`src/rtl/darkspi_master.sv`:
```
// Byte-oriented SPI master, mode 0 (CPOL=0, CPHA=0), MSB first.
// One byte per TX handshake; optional chip-select hold chains bytes into one transaction.
module darkspi_master #(
    parameter int DIV = 4
) (
    input  logic       CLK,
    input  logic       RES,
    input  logic [7:0] TX_DATA,
    input  logic       TX_VALID,
    output logic       TX_READY,
    input  logic       CS_HOLD,
    output logic [7:0] RX_DATA,
    output logic       RX_VALID,
    output logic       BUSY,
    output logic       SPI_SCK,
    output logic       SPI_MOSI,
    input  logic       SPI_MISO,
    output logic       SPI_CSN
);

    if (DIV < 1) begin : g_div_check
        $error("darkspi_master: DIV must be >= 1");
    end

    localparam int                 DIV_W    = $clog2(DIV + 1);
    localparam logic [DIV_W-1:0] DIV_LOAD = DIV_W'(DIV - 1);
    localparam logic [DIV_W-1:0] DIV_ONE  = DIV_W'(1);

    typedef enum logic [2:0] {
        S_IDLE,
        S_LEAD,
        S_SCK_LO,
        S_SCK_HI,
        S_TRAIL
    } state_t;

    state_t           r_state;
    logic [7:0]       r_tx_shift;
    logic [7:0]       r_rx_shift;
    logic             r_hold;
    logic [DIV_W-1:0] r_div;
    logic [2:0]       r_bit;
    logic             w_expire;

    assign w_expire = (r_div == '0);
    assign TX_READY = (r_state == S_IDLE);
    assign BUSY     = !TX_READY;

    always_ff @(posedge CLK) begin
        if (RES) begin
            r_state    <= S_IDLE;
            r_tx_shift <= 8'h00;
            r_rx_shift <= 8'h00;
            r_hold     <= 1'b0;
            r_div      <= '0;
            r_bit      <= 3'd0;
            SPI_SCK    <= 1'b0;
            SPI_MOSI   <= 1'b0;
            SPI_CSN    <= 1'b1;
            RX_DATA    <= 8'h00;
            RX_VALID   <= 1'b0;
        end else begin
            RX_VALID <= 1'b0;
            case (r_state)
                S_IDLE: begin
                    if (TX_VALID) begin
                        r_tx_shift <= TX_DATA;
                        r_hold     <= CS_HOLD;
                        SPI_CSN    <= 1'b0;
                        SPI_MOSI   <= TX_DATA[7];
                        r_div      <= DIV_LOAD;
                        r_bit      <= 3'd0;
                        r_state    <= S_LEAD;
                    end
                end
                S_LEAD, S_SCK_LO: begin
                    if (w_expire) begin
                        // MISO is captured on the same CLK edge that raises SCK
                        SPI_SCK    <= 1'b1;
                        r_rx_shift <= {r_rx_shift[6:0], SPI_MISO};
                        r_div      <= DIV_LOAD;
                        r_state    <= S_SCK_HI;
                    end else begin
                        r_div <= r_div - DIV_ONE;
                    end
                end
                S_SCK_HI: begin
                    if (w_expire) begin
                        SPI_SCK <= 1'b0;
                        r_div   <= DIV_LOAD;
                        if (r_bit != 3'd7) begin
                            r_bit      <= r_bit + 3'd1;
                            SPI_MOSI   <= r_tx_shift[6];
                            r_tx_shift <= {r_tx_shift[6:0], 1'b0};
                            r_state    <= S_SCK_LO;
                        end else begin
                            RX_DATA  <= r_rx_shift;
                            RX_VALID <= 1'b1;
                            // With hold, CSN stays low so the next byte continues the transaction
                            r_state  <= r_hold ? S_IDLE : S_TRAIL;
                        end
                    end else begin
                        r_div <= r_div - DIV_ONE;
                    end
                end
                S_TRAIL: begin
                    if (w_expire) begin
                        SPI_CSN <= 1'b1;
                        r_state <= S_IDLE;
                    end else begin
                        r_div <= r_div - DIV_ONE;
                    end
                end
                default: r_state <= S_IDLE;
            endcase
        end
    end

endmodule

```
`config.mk`:
```
export PLATFORM = sky130hd
export DESIGN_NAME = darkspi_master
export DESIGN_NICKNAME = d
export VERILOG_FILES = /design/src/rtl/darkspi_master.sv
export SDC_FILE = /design/constraint.sdc
export NUM_CORES = 1
export LEC_CHECK = 0
export BUFFER_PORTS_ARGS = -buffer_cell sky130_fd_sc_hd__buf_2
export CAP_MARGIN = 20
export CORE_MARGIN = 2
export CORE_UTILIZATION = 35
export CTS_CLUSTER_SIZE = 30
export DETAILED_ROUTE_END_ITERATION = 8
export SLEW_MARGIN = 0
export SYNTH_ARGS = -nofsm -noshare
export SYNTH_HDL_FRONTEND = slang
export SYNTH_SLANG_ARGS = --single-unit
export TNS_END_PERCENT = 20
```
`constraint.sdc`:
```
create_clock -name CLK -period 1.5 [get_ports CLK]
set_input_delay 0.225 -clock CLK [delete_from_list [all_inputs] [get_ports CLK]]
set_output_delay 0.225 -clock CLK [all_outputs]
set_load 0.02 [all_outputs]
```
==> flow_summary.yaml, run 1 <==
cts:
  hold_fix_buffer_count_after_cts: 0
  clock_tree.buffer_depth: 2
  htreeDepth: 2
  cts.reportedPaths.clkPinSlew_ns: 0.07
  cts_root_buf: "sky130_fd_sc_hd__clkbuf_8"
  clock_tree_from_tritoncts: "yes"
  clkLatencyLatePin_ns: 0.29
  cts_inserted_buffers: 5
  clock_sinks: 37
route:
  antenna_left: 0
  routed-via-count: 1410
  drt_first_iter_violations: 15
  finalWirelength_um: 3611
  route.detailed.vias_per_inst: 5.018
  routed_wire_length_per_instance_um: 12.85
  dr.pass1.iters: 4
  post-route-drc-count: 0
yosys:
  synth_edf_count: 0
  synth-main-ff-cell: "sky130_fd_sc_hd__dfxtp_1"
  synth_area_sq_mm: 0.001620
  synthesized_netlist_net_count: 193
  synthesis.instances: 176
  yosys.cell_types.count: 37
  synth_sequential_area_ratio_pct: 45.71
  syn-mean-instance-area_sq_um: 9.206
  synth_async_sr_flop_share_pct: 0
  yosys_warnings: 0
  synth-seq-cells: 37
placed_design:
  placement.io_buffers: 26
  dpl_cell_area_sq_mm: 0.001937
  dp.cells: 266
  routabilityCongestion: 0.7746
  dp_hpwl_um: 2302
  post-place-ws_ns: -0.08240
worst_setup_path:
  critPathMaxStageDelay_ns: 0.32
  worst-path-buf-inv: 3
  crit_chain: "inv_2 > ha_4 > nor3b_4 > a41o_4 > buf_6 > buf_16 > nand3_4 > a21oi_2"
  highest_fanout_seen_on_the_critical_path: 5
  cp-end-kind: "flop"
  crit_family: "compound AO/OA/AOI/OAI gates"
  startpoint_type: "flop"
  cp_data_arrival_time_ns: 1.83
  cpMaxStageDelayCell: "sky130_fd_sc_hd__dfxtp_2"
  required_ns: 1.72
  worstSetupPathType: "reg2reg"
timing:
  unrepaired_setup_endpoints_after_global_routing: "true"
  fin_crit_sh_pct: 106.9
  post-route-worst-setup-slack_ns: -0.1041
  finalClockSkew_ns: 0.002705
  slew_viol_final: 0
  fmax_ghz: 0.6234
  finalSetupTns_ns: -0.6322
  number_of_hold_violations_in_the_final_report: 0
  min_period_ns: 1.604
  worst_slew_margin_rel_pct: 81.39
  max_slew.worst_pin.slew_ns: 0.2792
  setup_viol: 11
floorplan:
  die_x_um: 72.04
  io_pins: 27
  core_sq_mm: 0.004414
  fp-row-count: 24
  area_of_the_die_sq_mm: 0.005190
  initial_utilization_pct: 36.71
  die_h_um: 72.04
pwr:
  design_power_total_w: 0.002412
  cellPowerDensity_mw_per_mm2: 1044
  irDropWorstVdd_v: 0.0003672
  power_leakage_nw: 1.082
global_routing:
  grt_first_pass_wirelength_um: 6016
  first_global_vias: 1311
  global_route.overflow_total: 0
  groute.usage.overall_pct: 14.91
  number_of_antenna_violations_at_the_first_check_in_global_routing: 0
  grt_max_degree: 16
run_status:
  outcome: "finished, violations left"
  violations: "setup timing"
cells_and_area:
  layout-drive-gt1-share_pct: 42.79
  num-nets-final: 246
  antenna-diode-count: 0
  fin_cells: 281
  postLayoutCellArea_sq_mm: 0.002310
  flow.area_growth_from_synthesis_pct: 42.55
job:
  drv_cap: 0
min_path:
  min-delay-path-class: "in2reg"
-- power by group --
part	internal (W)	switching (W)	leakage (nW)	total (W)
registers	0.00104	0.0000450	0.304	0.00108
clock network	0.000363	0.000336	0.0433	0.000699
logic	0.000334	0.000294	0.734	0.000628
total	0.00174	0.000675	1.08	0.00241
-- cell families after synthesis --
kind of cell / share of synthesized area, %
flops: 45.71
fa+ha+maj: 3.089
mux: 11.74
xor+xnor: 0.5406
buf+inv: 5.714
simple gates: 21.01
compound gates: 12.20
-- stage by stage --
step / hold slack (ns) / utilization, %
2_1_floorplan: 0.3689 / -
3_3_place_gp: 0.4446 / 43.88
3_5_place_dp: 0.4536 / 43.88
4_1_cts: 0.1553 / 50.91
5_1_grt: 0.1748 / 52.32
6_report: 0.1675 / 52.32
-- worst paths after layout --
path	startpoint	endpoint	slack, ns	cells past startpoint
setup / recovery	r_div[1]$_SDFFE_PP0P_	r_bit[2]$_SDFFE_PP0P_	-0.10	8
hold / removal	SPI_MISO	r_rx_shift[0]$_SDFFE_PP0P_	0.17	3
setup reg to reg	r_div[1]$_SDFFE_PP0P_	r_bit[2]$_SDFFE_PP0P_	-0.10	8
hold reg to reg	r_tx_shift[2]$_SDFFE_PP0P_	r_tx_shift[3]$_SDFFE_PP0P_	0.48	2
-- sequential cells by signal, indices dropped and copies added, names as in the netlist --
| name | count |
|---|---|
| RX_VALID | 1 |
| r_state | 3 |
| r_tx_shift | 7 |
| r_rx_shift | 8 |
| SPI_SCK | 1 |
| r_hold | 1 |
| r_div | 3 |
| SPI_CSN | 1 |
| r_bit | 3 |
| RX_DATA | 8 |
| SPI_MOSI | 1 |
-- per-layer routing --
| layer | part of all wire, % | global-route usage (%) | up-vias |
|---|---|---|---|
| met5 | 0 | 0 | - |
| li1 | - | - | 720 |
| met4 | 2.4 | 7.547 | 0 |
| met1 | 47 | 19.05 | 654 |
| met3 | 4.2 | 3.889 | 7 |
| met2 | 46 | 23.25 | 29 |
-- cell usage after synthesis, types with 2 or more instances --
cell type	count	area share, %
sky130_fd_sc_hd__dfxtp_1	37	46
sky130_fd_sc_hd__nor2_1	30	6.9
sky130_fd_sc_hd__nand2_1	21	4.9
sky130_fd_sc_hd__mux2i_1	19	12
sky130_fd_sc_hd__a21oi_1	9	2.8
sky130_fd_sc_hd__a311oi_1	8	4.3
sky130_fd_sc_hd__inv_1	5	1.2
sky130_fd_sc_hd__clkbuf_1	4	0.93
sky130_fd_sc_hd__ha_1	4	3.1
sky130_fd_sc_hd__nand3_1	4	1.2
sky130_fd_sc_hd__a211oi_1	3	1.4
sky130_fd_sc_hd__buf_6	3	2.1
sky130_fd_sc_hd__buf_1	2	0.46
sky130_fd_sc_hd__buf_2	2	0.62
sky130_fd_sc_hd__o21ai_0	2	0.62
sky130_fd_sc_hd__or3_1	2	0.77
-- timing repair --
item / 4_1_cts / 5_1_grt
buffers inserted: 4 / 1
pin swaps: 12 / 8
resized for setup: 33 / 12
gates cloned: 3 / 0
endpoints found under the setup margin: 21 / 35
-- worst reg2reg max path: cells and delay by family (launching register included) --
kind,cells,cell delay [ns]
DFF,1,0.32
buffers and inverters,3,0.34
adders and majority gates,1,0.13
and+or+nand+nor,2,0.31
AOI/OAI and AO/OA,2,0.44
-- layout make-up --
type	count	area (sq um)
fillers	390	2105
multi-input cells	122	917.1
flip-flops and latches	37	752.0
repair buffers	58	466.7
clock buffers	6	82.58
well taps	52	65.06
inverters	5	18.77
clock inverters	1	7.507
-- cell usage in the layout (no fill, tap or decap), drive strengths merged --
cell type and instances:
xor2 1, o41ai 1, nor4 1, ha 4, nand4 1, inv 5, clkinvlp 1, and4 1
or2 1, a21oi 9, o21bai 1, a41oi 1, nor4b 1, nor2 30, a211oi 3, nand3b 1
clkbuf 6, a31o 1, a41o 1, o21ai 2, and2b 1, or3 2, nand2 22, or4 1
nand3 4, nor3b 1, buf 58, a311oi 8, nor3 1, a31oi 1, mux2i 19, and3 1
dfxtp 37, nor2b 1
Power figures use the tool's default switching activity.
==> run 2, diff against run 1 <==
Settings changed: CORE_MARGIN 2 to unset, RECOVER_POWER set to 50.
==> flow_summary.yaml, run 2 (synthesis gave the netlist of run 1 again) <==
cts:
  clock_sinks: 37
  htreeDepth: 2
  clock_tree.buffer_depth: 2
  cts.reportedPaths.clkPinSlew_ns: 0.07
  clkLatencyLatePin_ns: 0.29
  cts_inserted_buffers: 5
  cts_root_buf: "sky130_fd_sc_hd__clkbuf_8"
  clock_tree_from_tritoncts: "yes"
  hold_fix_buffer_count_after_cts: 0
timing:
  setup_viol: 9
  finalSetupTns_ns: -0.2254
  min_period_ns: 1.554
  number_of_hold_violations_in_the_final_report: 0
  worst_slew_margin_rel_pct: 76.73
  post-route-worst-setup-slack_ns: -0.05371
  fin_crit_sh_pct: 103.6
  finalClockSkew_ns: 0.008710
  slew_viol_final: 0
  fmax_ghz: 0.6436
  unrepaired_setup_endpoints_after_global_routing: "true"
  max_slew.worst_pin.slew_ns: 0.3445
worst_setup_path:
  worstSetupPathType: "reg2reg"
  cp-end-kind: "flop"
  cp_data_arrival_time_ns: 1.75
  startpoint_type: "flop"
  required_ns: 1.70
  highest_fanout_seen_on_the_critical_path: 5
floorplan:
  fp-row-count: 24
  io_pins: 27
  initial_utilization_pct: 36.71
  die_h_um: 70.04
  area_of_the_die_sq_mm: 0.004906
  die_x_um: 70.04
  core_sq_mm: 0.004414
global_routing:
  groute.usage.overall_pct: 15.44
  global_route.overflow_total: 0
  number_of_antenna_violations_at_the_first_check_in_global_routing: 0
  grt_max_degree: 19
  first_global_vias: 1360
  grt_first_pass_wirelength_um: 6016
pwr:
  irDropWorstVdd_v: 0.0005536
  cellPowerDensity_mw_per_mm2: 1035
  power_leakage_nw: 1.043
route:
  drt_first_iter_violations: 26
  dr.pass1.iters: 4
  route.detailed.vias_per_inst: 4.895
  finalWirelength_um: 3496
  routed_wire_length_per_instance_um: 12.18
  routed-via-count: 1405
  post-route-drc-count: 0
  antenna_left: 0
cells_and_area:
  antenna-diode-count: 0
  final_cell_mix: "30 x sky130_fd_sc_hd__dfxtp_1, 29 x sky130_fd_sc_hd__nor2_1, 28 x sky130_fd_sc_hd__buf_4"
  fin_cells: 287
  num-nets-final: 251
  layout-drive-gt1-share_pct: 39.15
  largestRegisters: "RX_DATA x8, r_rx_shift x8, r_tx_shift x7"
  mostFrequentLayoutCell: "sky130_fd_sc_hd__dfxtp_1"
  flow.area_growth_from_synthesis_pct: 42.01
placed_design:
  dp_hpwl_um: 2277
  dp.cells: 270
  routabilityCongestion: 0.7380
  placement.io_buffers: 26
min_path:
  min-delay-path-class: "in2reg"
job:
  drv_cap: 0
run_status:
  violations: "setup timing"
  outcome: "finished, violations left"
## run 2: cell types whose count changed in the layout (fill, tap and decap cells not counted), sizes merged
cell	change
clkbuf	+14
clkinvlp	-1
buf	-7
## run 2: worst max-delay path: stages (launching register included)
cell                       delay, ns
sky130_fd_sc_hd__dfxtp_2        0.32
sky130_fd_sc_hd__inv_2          0.07
sky130_fd_sc_hd__ha_4           0.13
sky130_fd_sc_hd__nor3b_4        0.24
sky130_fd_sc_hd__a41o_4         0.31
sky130_fd_sc_hd__buf_12         0.13
sky130_fd_sc_hd__nor2_1         0.04
sky130_fd_sc_hd__a311oi_1       0.22
## run 2: where the power goes
part / switching (W) / internal, W / total [W]
Clock: 0.000329 / 0.000330 / 0.000659
Combinational: 0.000307 / 0.000340 / 0.000647
Sequential: 0.0000354 / 0.00104 / 0.00107
## run 2: area by class of cell
class	count	area [sq um]
Clock buffer	8	80.08
Fill cell	423	2113
Sequential cell	37	757.0
Tap cell	52	65.06
Timing Repair Buffer	63	464.2
Inverter	5	18.77
Multi-Input combinational cell	122	915.9
## run 2: worst paths after layout
path	endpoint	cells after the start	slack, ns	startpoint
min reg2reg	r_tx_shift[0]$_SDFFE_PP0P_	2	0.46	r_tx_shift[0]$_SDFFE_PP0P_
max	r_tx_shift[2]$_SDFFE_PP0P_	7	-0.05	r_div[0]$_SDFFE_PP0P_
min	r_hold$_SDFFE_PP0P_	3	0.17	CS_HOLD
max reg2reg	r_tx_shift[2]$_SDFFE_PP0P_	7	-0.05	r_div[0]$_SDFFE_PP0P_
## run 2: repair_timing
action                     4_1_cts  5_1_grt
gates resized for setup         35       18
pin swaps                        9       10
cloned                           2        0
buffers inserted                 8        0
setup endpoints to repair       13       36
## run 2: layer usage
| metal | part of all wire (%) | vias to the layer above | GRT usage (%) |
|---|---|---|---|
| met2 | 47 | 19 | 24.89 |
| met1 | 48 | 648 | 19.57 |
| met4 | 1.6 | 0 | 5.333 |
| met3 | 3.9 | 7 | 4.618 |
| li1 | - | 731 | - |
| met5 | 0 | - | 0 |
## run 2: metrics by stage
stage | cell area, sq um | utilization, % | hold WS (ns) | setup WS [ns] | total power, W
floorplan | 1623 | - | 0.3689 | -0.1512 | 0.001394
global placement | 1967 | 44.56 | 0.4454 | -0.02129 | 0.001588
detailed placement | 1967 | 44.56 | 0.4485 | -0.07049 | 0.001591
CTS | 2277 | 51.59 | 0.1661 | -0.04809 | 0.002389
global route | 2301 | 52.13 | 0.1832 | -0.1085 | 0.002517
finish | 2301 | 52.13 | 0.1736 | -0.05371 | 0.002380
==> run 3, diff against run 2 <==
Settings changed: CORE_UTILIZATION 35 to 45, PLACE_DENSITY set to 0.69.
==> flow_summary.yaml, run 3 (synthesis gave the netlist of run 1 again) <==
cells_and_area:
  flow.area_growth_from_synthesis_pct: 38.38
  antenna-diode-count: 0
  mostFrequentLayoutCell: "sky130_fd_sc_hd__dfxtp_1"
  num-nets-final: 247
  largestRegisters: "RX_DATA x8, r_rx_shift x8, r_tx_shift x7"
  final_cell_mix: "30 x sky130_fd_sc_hd__dfxtp_1, 27 x sky130_fd_sc_hd__nor2_1, 24 x sky130_fd_sc_hd__buf_4"
  end_of_flow_core_utilization_pct: 66.15
  layout-drive-gt1-share_pct: 38.96
route:
  dr.pass1.iters: 4
  routed_wire_length_per_instance_um: 13.57
  finalWirelength_um: 3759
  drt_first_iter_violations: 36
  post-route-drc-count: 0
  route.detailed.vias_per_inst: 5.227
  routed-via-count: 1448
  antenna_left: 0
worst_setup_path:
  cp-end-kind: "output port"
  crit_chain: "buf_6 > or3_4 > inv_2 > buf_6"
  startpoint_type: "flop"
  cp_data_arrival_time_ns: 1.37
  cpMostUsedCell: "sky130_fd_sc_hd__buf_6"
  worstSetupPathType: "reg2out"
  crit_family: "simple AND/OR/NAND/NOR gates"
  reg2reg_slack_ns: -0.07
  cpMaxStageDelayCell: "sky130_fd_sc_hd__or3_4"
  required_ns: 1.27
  critPathMaxStageDelay_ns: 0.37
  worst-path-buf-inv: 3
  highest_fanout_seen_on_the_critical_path: 5
timing:
  number_of_hold_violations_in_the_final_report: 0
  finalSetupTns_ns: -0.5637
  min_period_ns: 1.595
  unrepaired_setup_endpoints_after_global_routing: "true"
  setup_viol: 12
  post-route-worst-setup-slack_ns: -0.09493
  fmax_ghz: 0.6270
  slew_viol_final: 0
  finalHoldWorstSlack_ns: 0.1089
  finalClockSkew_ns: 0.006877
  max_slew.worst_pin.slew_ns: 0.4143
  fin_crit_sh_pct: 106.3
  worst_slew_margin_rel_pct: 72.28
floorplan:
  initial_utilization_pct: 47.80
  area_of_the_die_sq_mm: 0.003845
  core_sq_mm: 0.003390
  io_pins: 27
  fp-row-count: 21
  die_h_um: 62.01
  die_x_um: 62.01
job:
  drv_cap: 0
pwr:
  netSwitchingPower_w: 0.0007061
  power_leakage_nw: 1.029
  cellPowerDensity_mw_per_mm2: 1078
  pwr-share-seq_pct: 45.0
  swShare_pct: 29.21
  irDropWorstVdd_v: 0.0006260
  power.combinational.fraction_pct: 26.0
  share_clk_of_total_power_pct: 29.0
  intPower_w: 0.001711
global_routing:
  groute.usage.overall_pct: 20.31
  grt_max_degree: 38
  grt_first_pass_wirelength_um: 5554
  first_global_vias: 1289
  number_of_antenna_violations_at_the_first_check_in_global_routing: 0
  global_route.overflow_total: 0
cts:
  clkLatencyLatePin_ns: 0.35
  cts_root_buf: "sky130_fd_sc_hd__clkbuf_4"
  htreeDepth: 2
  cts.reportedPaths.clkPinSlew_ns: 0.12
  clock_tree.buffer_depth: 2
  clock_tree_from_tritoncts: "yes"
  clock_sinks: 37
  cts_inserted_buffers: 5
run_status:
  outcome: "finished, violations left"
  violations: "setup timing"
placed_design:
  dp_hpwl_um: 2261
  placement.io_buffers: 26
  routabilityCongestion: 0.7810
min_path:
  min-delay-path-class: "in2reg"
run 3: cell count changes in the layout (fill, tap and decap cells not counted), sizes merged:
cell | before | now
clkbuf | 20 | 14
clkinvlp | 0 | 1
clkinv | 0 | 1
bufinv | 0 | 1
buf | 51 | 50
run 3: tightest hold or removal path: stages:
cell                      delay (ns)
sky130_fd_sc_hd__buf_2          0.08
sky130_fd_sc_hd__mux2i_1        0.06
sky130_fd_sc_hd__nor2_1         0.07
run 3: power groups by stage:
stage / Clock (W) / Sequential [W] / Combinational, W
floorplan: 0 / 0.00111 / 0.000286
global placement: 0 / 0.00110 / 0.000441
detailed placement: 0 / 0.00111 / 0.000457
CTS: 0.000725 / 0.00108 / 0.000545
global route: 0.000762 / 0.00109 / 0.000682
finish: 0.000702 / 0.00109 / 0.000628
run 3: path summary, 6_finish.rpt:
path              depth (start not counted)                          to                  startpoint
setup / recovery                          4                    TX_READY     r_state[1]$_SDFFE_PP0P_
hold / removal                            3         r_hold$_SDFFE_PP0P_                     CS_HOLD
setup reg to reg                          7       r_bit[0]$_SDFFE_PP0P_       r_div[1]$_SDFFE_PP0P_
hold reg to reg                           2  r_tx_shift[0]$_SDFFE_PP0P_  r_tx_shift[0]$_SDFFE_PP0P_
run 3: cell type report:
| class | count | area [sq um] |
|---|---|---|
| Sequential cell | 37 | 754.5 |
| Timing Repair Buffer | 59 | 415.4 |
| Clock buffer | 5 | 37.54 |
| Fill cell | 281 | 1147 |
| Inverter | 5 | 18.77 |
| Tap cell | 46 | 57.56 |
| Multi-Input combinational cell | 122 | 912.1 |
| Clock inverter | 3 | 46.29 |
run 3: timing repair:
item / 4_1_cts / 5_1_grt
buffers inserted: 7 / 6
pin swaps: 10 / 10
hold buffers: 0 / 0
resized for setup: 35 / 11
setup endpoints to repair: 33 / 34
run 3: metal layers:
layer | routed length (um) | vias up | GRT usage (%)
met5 | 0 | - | 0
met4 | 91 | 0 | 11.11
met3 | 147 | 10 | 7.039
met2 | 2012 | 37 | 34.80
met1 | 1508 | 675 | 21.85
li1 | - | 726 | -
run 3: per-stage QoR:
step	power [W]	std cells	instance area, sq um	setup slack (ns)
3_5_place_dp	0.001562	256	1899	-0.09198
6_report	0.002418	277	2242	-0.09493
2_1_floorplan	0.001394	176	1623	-0.1512
5_1_grt	0.002538	277	2242	-0.1748
4_1_cts	0.002353	271	2156	-0.09732
3_3_place_gp	0.001543	256	1899	-0.02471
